--- config.mk ---
export PLATFORM = sky130hd
export DESIGN_NAME = fifo_arbiter
export DESIGN_NICKNAME = d
export VERILOG_FILES = /design/src/rtl/pio_fifo_pkg.sv /design/src/rtl/fifo.sv /design/src/rtl/fifo_arbiter.sv
export SDC_FILE = /design/constraint.sdc
export NUM_CORES = 1
export LEC_CHECK = 0
export ABC_AREA = 0
export ABC_CLOCK_PERIOD_IN_PS = 3750
export CORE_ASPECT_RATIO = 0.6
export CORE_MARGIN = 10
export CORE_UTILIZATION = 30
export DETAILED_ROUTE_END_ITERATION = 10
export GPL_ROUTABILITY_DRIVEN = 0
export GPL_TIMING_DRIVEN = 1
export PLACE_DENSITY = 0.6
export SETUP_SLACK_MARGIN = 0.2
export SLEW_MARGIN = 20
export SYNTH_ARGS = -nofsm -noshare
export SYNTH_HDL_FRONTEND = slang
export SYNTH_HIERARCHICAL = 1
export SYNTH_SLANG_ARGS = --single-unit
export TNS_END_PERCENT = 50
--- constraint.sdc ---
create_clock -name clk -period 3.75 [get_ports clk]
set_input_delay 0.5625 -clock clk [delete_from_list [all_inputs] [get_ports clk]]
set_output_delay 0.5625 -clock clk [all_outputs]
set_load 0.02 [all_outputs]
--- src/rtl/pio_fifo_pkg.sv ---
// -----------------------------------------------------------------------------
// pio_fifo_pkg
// Shared constants and types for the PIO FIFO controller and its storage.
//   FIFO_WIDTH : data word width
//   FIFO_DEPTH : number of storage entries
//   LEVEL_W    : width of the occupancy count (must hold 0..FIFO_DEPTH)
//   grant_t    : which side wins a same-cycle push/pull conflict
// -----------------------------------------------------------------------------
package pio_fifo_pkg;

    localparam int FIFO_WIDTH = 32;
    localparam int FIFO_DEPTH = 4;
    localparam int LEVEL_W    = 3;

    typedef enum logic {
        PUSH = 1'b0,
        PULL = 1'b1
    } grant_t;

    // Side that gets the next conflict after the given side has been served.
    function automatic grant_t other_side(input grant_t g);
        return (g == PUSH) ? PULL : PUSH;
    endfunction

endpackage

--- src/rtl/fifo.sv ---
// -----------------------------------------------------------------------------
// fifo
// Plain circular-buffer storage. It accepts at most one of push/pull per cycle
// (push wins if both are asserted) and gives no occupancy information; the
// caller is responsible for never pushing when full or pulling when empty.
//   clk   : clock
//   reset : synchronous active-high reset (pointers only; contents undefined)
//   push  : write din at the write pointer
//   pull  : load the oldest word into dout
//   din   : write data
//   dout  : registered read data, holds until the next pull
// -----------------------------------------------------------------------------
module fifo
    import pio_fifo_pkg::*;
#(
    parameter int WIDTH = FIFO_WIDTH,
    parameter int DEPTH = FIFO_DEPTH
) (
    input  logic             clk,
    input  logic             reset,
    input  logic             push,
    input  logic             pull,
    input  logic [WIDTH-1:0] din,
    output logic [WIDTH-1:0] dout
);

    localparam int PTR_W = (DEPTH > 1) ? $clog2(DEPTH) : 1;
    localparam logic [PTR_W-1:0] PTR_LAST = PTR_W'(DEPTH - 1);

    logic [WIDTH-1:0] r_mem [DEPTH];
    logic [PTR_W-1:0] r_wr_ptr;
    logic [PTR_W-1:0] r_rd_ptr;
    logic [WIDTH-1:0] r_dout;

    logic w_do_push;
    logic w_do_pull;

    assign w_do_push = push && !reset;
    assign w_do_pull = pull && !push && !reset;

    // Array kept free of reset so it maps onto RAM with a registered read port.
    always_ff @(posedge clk) begin
        if (w_do_push) begin
            r_mem[r_wr_ptr] <= din;
        end
        if (w_do_pull) begin
            r_dout <= r_mem[r_rd_ptr];
        end
    end

    always_ff @(posedge clk) begin
        if (reset) begin
            r_wr_ptr <= '0;
            r_rd_ptr <= '0;
        end else begin
            if (w_do_push) begin
                r_wr_ptr <= (r_wr_ptr == PTR_LAST) ? '0 : r_wr_ptr + 1'b1;
            end
            if (w_do_pull) begin
                r_rd_ptr <= (r_rd_ptr == PTR_LAST) ? '0 : r_rd_ptr + 1'b1;
            end
        end
    end

    assign dout = r_dout;

endmodule

--- src/rtl/fifo_arbiter.sv ---
// -----------------------------------------------------------------------------
// fifo_arbiter
// Sequences the 4-entry fifo storage between a producer and a consumer with
// ready/valid handshakes, occupancy/status tracking, fair alternation on
// contention and sticky debug error flags.
//   clk, reset     : clock, synchronous active-high reset (also resets storage)
//   wr_valid/ready : producer handshake, wr_data is the offered word
//   rd_valid/ready : consumer handshake, rd_data is storage dout
//   level          : words held in storage (excludes the word on rd_data)
//   full / empty   : level == DEPTH / level == 0
//   thresh         : status threshold, below_thresh = level < thresh
//   overflow       : sticky, write attempted while full
//   stall          : sticky, read attempted with nothing available
//   clear_flags    : clears both sticky flags (a same-cycle set wins)
// -----------------------------------------------------------------------------
module fifo_arbiter
    import pio_fifo_pkg::*;
#(
    parameter int WIDTH = FIFO_WIDTH,
    parameter int DEPTH = FIFO_DEPTH
) (
    input  logic               clk,
    input  logic               reset,
    input  logic               wr_valid,
    input  logic [WIDTH-1:0]   wr_data,
    output logic               wr_ready,
    output logic               rd_valid,
    output logic [WIDTH-1:0]   rd_data,
    input  logic               rd_ready,
    output logic [LEVEL_W-1:0] level,
    output logic               full,
    output logic               empty,
    input  logic [LEVEL_W-1:0] thresh,
    output logic               below_thresh,
    output logic               overflow,
    output logic               stall,
    input  logic               clear_flags
);

    localparam logic [LEVEL_W-1:0] LEVEL_FULL = LEVEL_W'(DEPTH);

    logic [LEVEL_W-1:0] r_level;
    grant_t             r_turn;
    logic               r_rd_valid;
    logic               r_overflow;
    logic               r_stall;

    logic w_full;
    logic w_empty;
    logic w_pull_ok;
    logic w_push_ok;
    logic w_conflict;
    logic w_wr_ready;
    logic w_push;
    logic w_pull;
    logic w_set_overflow;
    logic w_set_stall;

    assign w_full  = (r_level == LEVEL_FULL);
    assign w_empty = (r_level == '0);

    // A pull is possible when storage has a word and the output slot is free
    // or being emptied this cycle.
    assign w_pull_ok  = !w_empty && (!r_rd_valid || rd_ready);
    assign w_push_ok  = wr_valid && !w_full;
    assign w_conflict = w_push_ok && w_pull_ok;

    // wr_ready deliberately excludes wr_valid so the producer may wait on it.
    assign w_wr_ready = !w_full && !(w_pull_ok && (r_turn == PULL));
    assign w_push     = wr_valid && w_wr_ready;
    assign w_pull     = w_pull_ok && !(w_push_ok && (r_turn == PUSH));

    assign w_set_overflow = wr_valid && w_full;
    assign w_set_stall    = rd_ready && !r_rd_valid && w_empty;

    always_ff @(posedge clk) begin
        if (reset) begin
            r_level    <= '0;
            r_turn     <= PUSH;
            r_rd_valid <= 1'b0;
            r_overflow <= 1'b0;
            r_stall    <= 1'b0;
        end else begin
            // push and pull are mutually exclusive, so the count never
            // moves by more than one and cannot leave 0..DEPTH.
            if (w_push) begin
                r_level <= r_level + 1'b1;
            end else if (w_pull) begin
                r_level <= r_level - 1'b1;
            end

            // Alternation only advances on genuine contention, so a lone
            // side never loses its place in line.
            if (w_conflict) begin
                r_turn <= other_side(r_turn);
            end

            if (w_pull) begin
                r_rd_valid <= 1'b1;
            end else if (rd_ready) begin
                r_rd_valid <= 1'b0;
            end

            r_overflow <= w_set_overflow || (r_overflow && !clear_flags);
            r_stall    <= w_set_stall    || (r_stall    && !clear_flags);
        end
    end

    fifo #(
        .WIDTH (WIDTH),
        .DEPTH (DEPTH)
    ) u_store (
        .clk   (clk),
        .reset (reset),
        .push  (w_push),
        .pull  (w_pull),
        .din   (wr_data),
        .dout  (rd_data)
    );

    assign wr_ready     = w_wr_ready;
    assign rd_valid     = r_rd_valid;
    assign level        = r_level;
    assign full         = w_full;
    assign empty        = w_empty;
    assign below_thresh = (r_level < thresh);
    assign overflow     = r_overflow;
    assign stall        = r_stall;

endmodule

* Word level (Yosys, flattened, before mapping)
Memories as Yosys holds them, arrays and structs flattened. A register that Yosys moved wholly into a read port is not among the register bits.
Index checks and enable logic that the tools add are counted.
** Storage, ports and cells
- Flip-flop bits (word level) :: 11
- Latch bits :: 0
- Memory bits (writable) :: 128
- Memory bits (read-only) :: 0
- Bits of input ports :: 40
- Output and inout bits :: 42
- Word-level logic and storage cells :: 56
- Memories kept :: 1
** Memories
- u_store.r_mem :: depth 4, width 32, rd ports 1, clocked after memory_dff 1, wr ports 1, RTL line fifo.sv:30 : logic [WIDTH-1:0] r_mem [DEPTH];
** Operators by class
- $add $sub $neg :: 4
- $mul :: 0
- Div/mod/pow operators :: 0
- Order comparisons :: 1
- Equal/unequal tests :: 3
- Shifts and indexed selects :: 0
- Muxes and demuxes :: 9
- Bitwise operators :: 1
- Reduce and logical (&&, ||, !) cells :: 30
** Operator list (count)
- 1-bit logical AND :: 16
- 1-bit logical NOT :: 8
- 3-bit two-way mux :: 2
- 1-bit two-way mux :: 5
- 2-bit by 1-bit adder with 2-bit output, second input constant :: 2
- 2-bit == test, second input constant :: 2
- 2-bit two-way mux :: 2
- 2-bit nonzero test :: 2
- 3-bit by 1-bit adder with 3-bit output, second input constant :: 1
- 3-bit == test, second input constant :: 1
- 3-bit logical NOT :: 1
- 1-bit logical OR :: 3
- 3-bit < comparator :: 1
- 3-bit by 1-bit subtractor with 3-bit output, second input constant :: 1
- 1-bit NOT :: 1

* Longest topological paths before layout
- Depth in word-level cells :: 10
- Depth in mapped cells :: 7
- Depth with buffers taken out :: 7

* Hierarchy
Netlist, hierarchy kept.
** Modules (own cells, without submodules)
- fifo :: instances 1, cells each 228, area an instance 5886.9 sq um, seq. area each 4884.7 sq um
- fifo_arbiter :: instances 1, cells each 46, area an instance 434.2 sq um, seq. area each 140.1 sq um

* Least setup slack after synthesis
Ideal clock, no wire load.
- Path kind :: register to register
- Start :: register r_level[2] (netlist: level[2])
- End :: register u_store.r_dout[0] (netlist: u_store/dout[0]), read port of u_store.r_mem (enable)
- Setup time :: 0.425 ns
- Arrival time :: 2.993 ns
- Data required time :: 3.325 ns
- Path slack :: 0.332 ns
- Cell stages (with the launch flop) :: 6
- Path buffers :: 0
- Period minus slack after synthesis :: 3.418 ns
- Cell sequence :: dfxtp_1 > or3b_1 > inv_2 > o311a_1 > nor2b_1 > nor2b_1
** On the way
- Elaborated cells on any way between the ends :: 16
- Classes of those cells :: 1 x eq/ne; 15 x reduce/logical
** RTL lines
- start: declaration :: RTL line fifo_arbiter.sv:42 : logic [LEVEL_W-1:0] r_level;
- start signal: assignment :: RTL line fifo_arbiter.sv:87 : r_level <= r_level + 1'b1;
- start signal: assignment :: RTL line fifo_arbiter.sv:89 : r_level <= r_level - 1'b1;
- 3-bit == test :: RTL line fifo_arbiter.sv:59 : assign w_full = (r_level == LEVEL_FULL);
- via full :: RTL line fifo_arbiter.sv:31 : output logic full,
- 1-bit logical NOT :: RTL line fifo_arbiter.sv:65 : assign w_push_ok = wr_valid && !w_full;
- 1-bit logical AND :: RTL line fifo_arbiter.sv:65
- 1-bit logical AND :: RTL line fifo_arbiter.sv:71 : assign w_pull = w_pull_ok && !(w_push_ok && (r_turn == PUSH));
- 1-bit logical NOT :: RTL line fifo_arbiter.sv:71
- 1-bit logical AND :: RTL line fifo_arbiter.sv:71
- via w_pull :: RTL line fifo_arbiter.sv:55 : logic w_pull;
- 1-bit logical AND (2 in a row) :: RTL line fifo.sv:39 : assign w_do_pull = pull && !push && !reset;
- via u_store.w_do_pull :: RTL line fifo.sv:36 : logic w_do_pull;
- end: declaration :: RTL line fifo.sv:33 : logic [WIDTH-1:0] r_dout;
The timed path passes the listed nets, and every way through them passes these cells.
A chain may end at the register's enable or synchronous reset.

* Worst setup path after layout
- Start :: input thresh[1]
- End :: output below_thresh
** On the way
- Word-level cells in the longest chain between the ends :: 1
** Ends and longest elaborated chain
- start: declaration :: RTL line fifo_arbiter.sv:33 : input logic [LEVEL_W-1:0] thresh,
- 3-bit < comparator :: RTL line fifo_arbiter.sv:126 : assign below_thresh = (r_level < thresh);
- end: declaration :: RTL line fifo_arbiter.sv:34 : output logic below_thresh,
Every way passes these cells.

==> results.md <==
* 1st-iter DRT viols at between 100 and 150
* CTS Hold Bufs at 0
* R2r endpoint: u_store/r_mem[0][21]
* Yosys cell types at 31
* Non-Filler Instances at ~670
* Mapped cell area at around 0.0063 mm²
* GRT overflow at 0
* Endpoint kind of the worst setup timing path: output port
* Max_cap viols at 0
* DRT antenna net count at 0
* Min-Delay Endpoint: stall
* CTS Buffer Depth at 2
* Site Rows at 41
* Top cells by area, synth: edfxtp_1 76%, mux4_2 10%, dfxtp_1 3.5%
* Ys async rst share at 0%
* Core Box Area at approximately 0.021 mm²
* Comb pwr share at approximately 20%
* Tcrit/Tclk final at 74.5%
* Port bufs at 81
* Crit path DAT at roughly 2200 ps
* Clock root cell: clkbuf_16
* Syn Area/Cell at approximately 23 µm²
* Max incr delay on CP at 620 ps
* Yosys top cell area share at 76.0%
* Mux share of post-synthesis cell area at roughly 13%
* Final worst setup slack at approximately 960 ps
* Clk sinks at 171
* Worst-path clk slew at about 60 ps
* P per Cell Area at roughly 650 mW/mm²
* Leak at between 0.002 and 0.003 µW
* Count of final hold-check violations at 0
* Core Util, Final at between 30% and 40%
* Crit path from: thresh[1]
* Leading area contributor after synthesis: edfxtp_1
* Period minus WS final at around 2800 ps
* Final instance area at 0.00805 mm²
* Post-placement cell area at between 0.007 and 0.008 mm²
* Yosys warning count at 6
* Final WL at 11900 µm
* Nets at roughly 420
* Flop pwr share at 47.8%
* Total GRT Usage at between 8 and 9%
* Critical Path RT at 3190 ps
* Synth Area in XOR/XNOR at 0.277%
* Fin Clk Skew at 11.4 ps
* Die ar. at approximately 0.027 mm²
* Hpwl dp at between 7000 and 8000 µm
* Vias in the first global route at 3134
* Die width at between 200 and 250 µm
* First-pass GRT wire length at around 19000 µm
* Max-slew headroom at around 37%
* Largest net degree at the start of global routing at 35
* Commonest cells in the netlist: 160 x edfxtp_1, 28 x mux4_2, 11 x dfxtp_1
* Post-place setup slack at ~750 ps
* H-Tree Depth at 4
* CP cell instances: clkdlybuf4s50_1 -> inv_1 -> ha_1 -> a21o_1 -> a21oi_1 -> clkdlybuf4s50_1
* RR Startpoint: level[2]
* Critical Path Fanout Max at 1
* Hold path startpoint: stall
* Hold Path Depth at 2
* Setup crit start kind: primary input
* Worst Reg-to-Reg Cells at 5
* CTS Buf Count at 17
* Worst Hold Class: reg2reg
* P_sw at around 1400 µW
* Post-Synth Adder-Cell Area at under 10%
* Max Clk Rate at 0.358 GHz
* DR WL/cell at 18.0 µm
* P&R area growth vs syn at 27.4%
* Slowest cell on the critical path: clkdlybuf4s50_1
* Initial antenna violation count at 0
* CTS resizes at 0
* Synth Net Count at ~320
* Vias per std cell at around 4.3
* Worst ir drop on vdd at 0.380 mV
* Synthesized flop and latch total at roughly 170
* CP most frequent cell: clkdlybuf4s50_1
* Max-slew violation total from the final report at 0
* Sw frac at 27.3%
* Drt first pass iters at 4
* CTS tree: built
* Inserted Diodes at 0
* Chip height at about 130 µm
* Starting density of the core at 30.3%
* Reg2Reg Setup Slack at 1100 ps
* EDFF count, synth at 160
* Setup violators final at 0
* Synth Flop Type: edfxtp_1
* RSZ-0062 raised after global routing: false
* Via Count at between 2k and 3k
* Complex-gate fraction of the synthesized area at under 10%
* Main combinational cell family by area after synthesis: multiplexers
* Register area share after synthesis at just under 80%
* Ports at 82
* Area share of and/or/nand/nor cells after synthesis at approximately 2.3%
* Post-CTS Setup Bufs at 0
* Worst-margin pin slew at approximately 940 ps
* Clock Latency Late Sink at just over 400 ps
* Critical path class: in2out
* DRC at 0
* Status: completed
* Clk pwr share at a little under a third
* Mapped Cells at 274
* Share of cells above drive strength 1 at ~20%
* Internal at roughly 3800 µW
* Count leader, synth: edfxtp_1
* Fin Setup TNS at 0 ps
* Placed cells at ~630
## power groups by stage
| stage | combinational [µW] | clock (µW) | sequential [µW] |
|---|---|---|---|
| after global routing | 1140 | 1790 | 2510 |
| after floorplan | 672 | 0 | 2550 |
| final | 1060 | 1650 | 2490 |
| after detailed placement | 1070 | 0 | 2530 |
| after CTS | 1080 | 1700 | 2490 |
| after global placement | 1060 | 0 | 2520 |
## layout by cell type (no fill, tap or decap), types with 2 or more instances in the layout
master	count
edfxtp_1	160
dfxtp_1	9
inv_1	7
ha_1	7
clkinv_4	3
mux4_2	28
clkbuf_16	17
clkdlybuf4s50_1	81
nand2b_1	3
and2_2	4
mux2i_1	6
dfxtp_2	2
buf_4	6
a21oi_1	4
nor2_1	10
nor2b_1	5
buf_12	2
mux4_1	4
inv_6	4
inv_8	5
## state kept, by name, indices dropped and copies added (netlist names)
register	count
rd_valid	1
overflow	1
level	3
stall	1
u_store/dout	32
u_store/r_rd_ptr	2
r_turn	1
u_store/r_wr_ptr	2
u_store/r_mem	128
## per-stage QoR
step / total power, µW / hold slack, ps
CTS: 5270 / 500
floorplan: 3230 / 514
finish: 5200 / 492
detailed placement: 3600 / 488
global route: 5450 / 518
global placement: 3590 / 457
## final cells by class
class / count / area, µm²
clock inverter: 15 / 146
tap: 279 / 349
clock buffer: 17 / 425
timing repair buffer: 89 / 896
multi-input combinational: 86 / 1180
inverter: 8 / 30.0
fill: 1856 / 12800
sequential: 171 / 5030
## worst max-delay path, delay by kind of cell
family	cells	cell delay, ps
AOI/OAI and AO/OA	2	290
adders and majority gates	1	260
buffers and inverters	3	1120
## how the worst max path moves through the flow
stage / endpoint / slack, ps / depth (start not counted)
detailed placement: u_store/r_mem[0][14] / 750 / 6
global placement: u_store/r_mem[1][13] / 800 / 6
CTS: below_thresh / 940 / 6
global route: below_thresh / 870 / 6
floorplan: u_store/dout[0] / 330 / 5
finish: below_thresh / 960 / 6
## metal layers
layer	vias to the layer above	track usage (%)	share of wire [%]
li1	1321	-	-
met1	1490	11.5	46
met2	69	14.0	48
met3	6	3.08	5.4
met4	0	2.66	0.53
met5	-	0	0
## kinds of logic after synthesis
logic type                 Yosys count
xor gates and xnor gates             2
AOI/OAI and AO/OA                   10
DFF                                171
muxes                               39
adders and majority gates            8
buffers and inverters               17
and+or+nand+nor                     27
No activity file was read; power rests on OpenSTA's default activity.
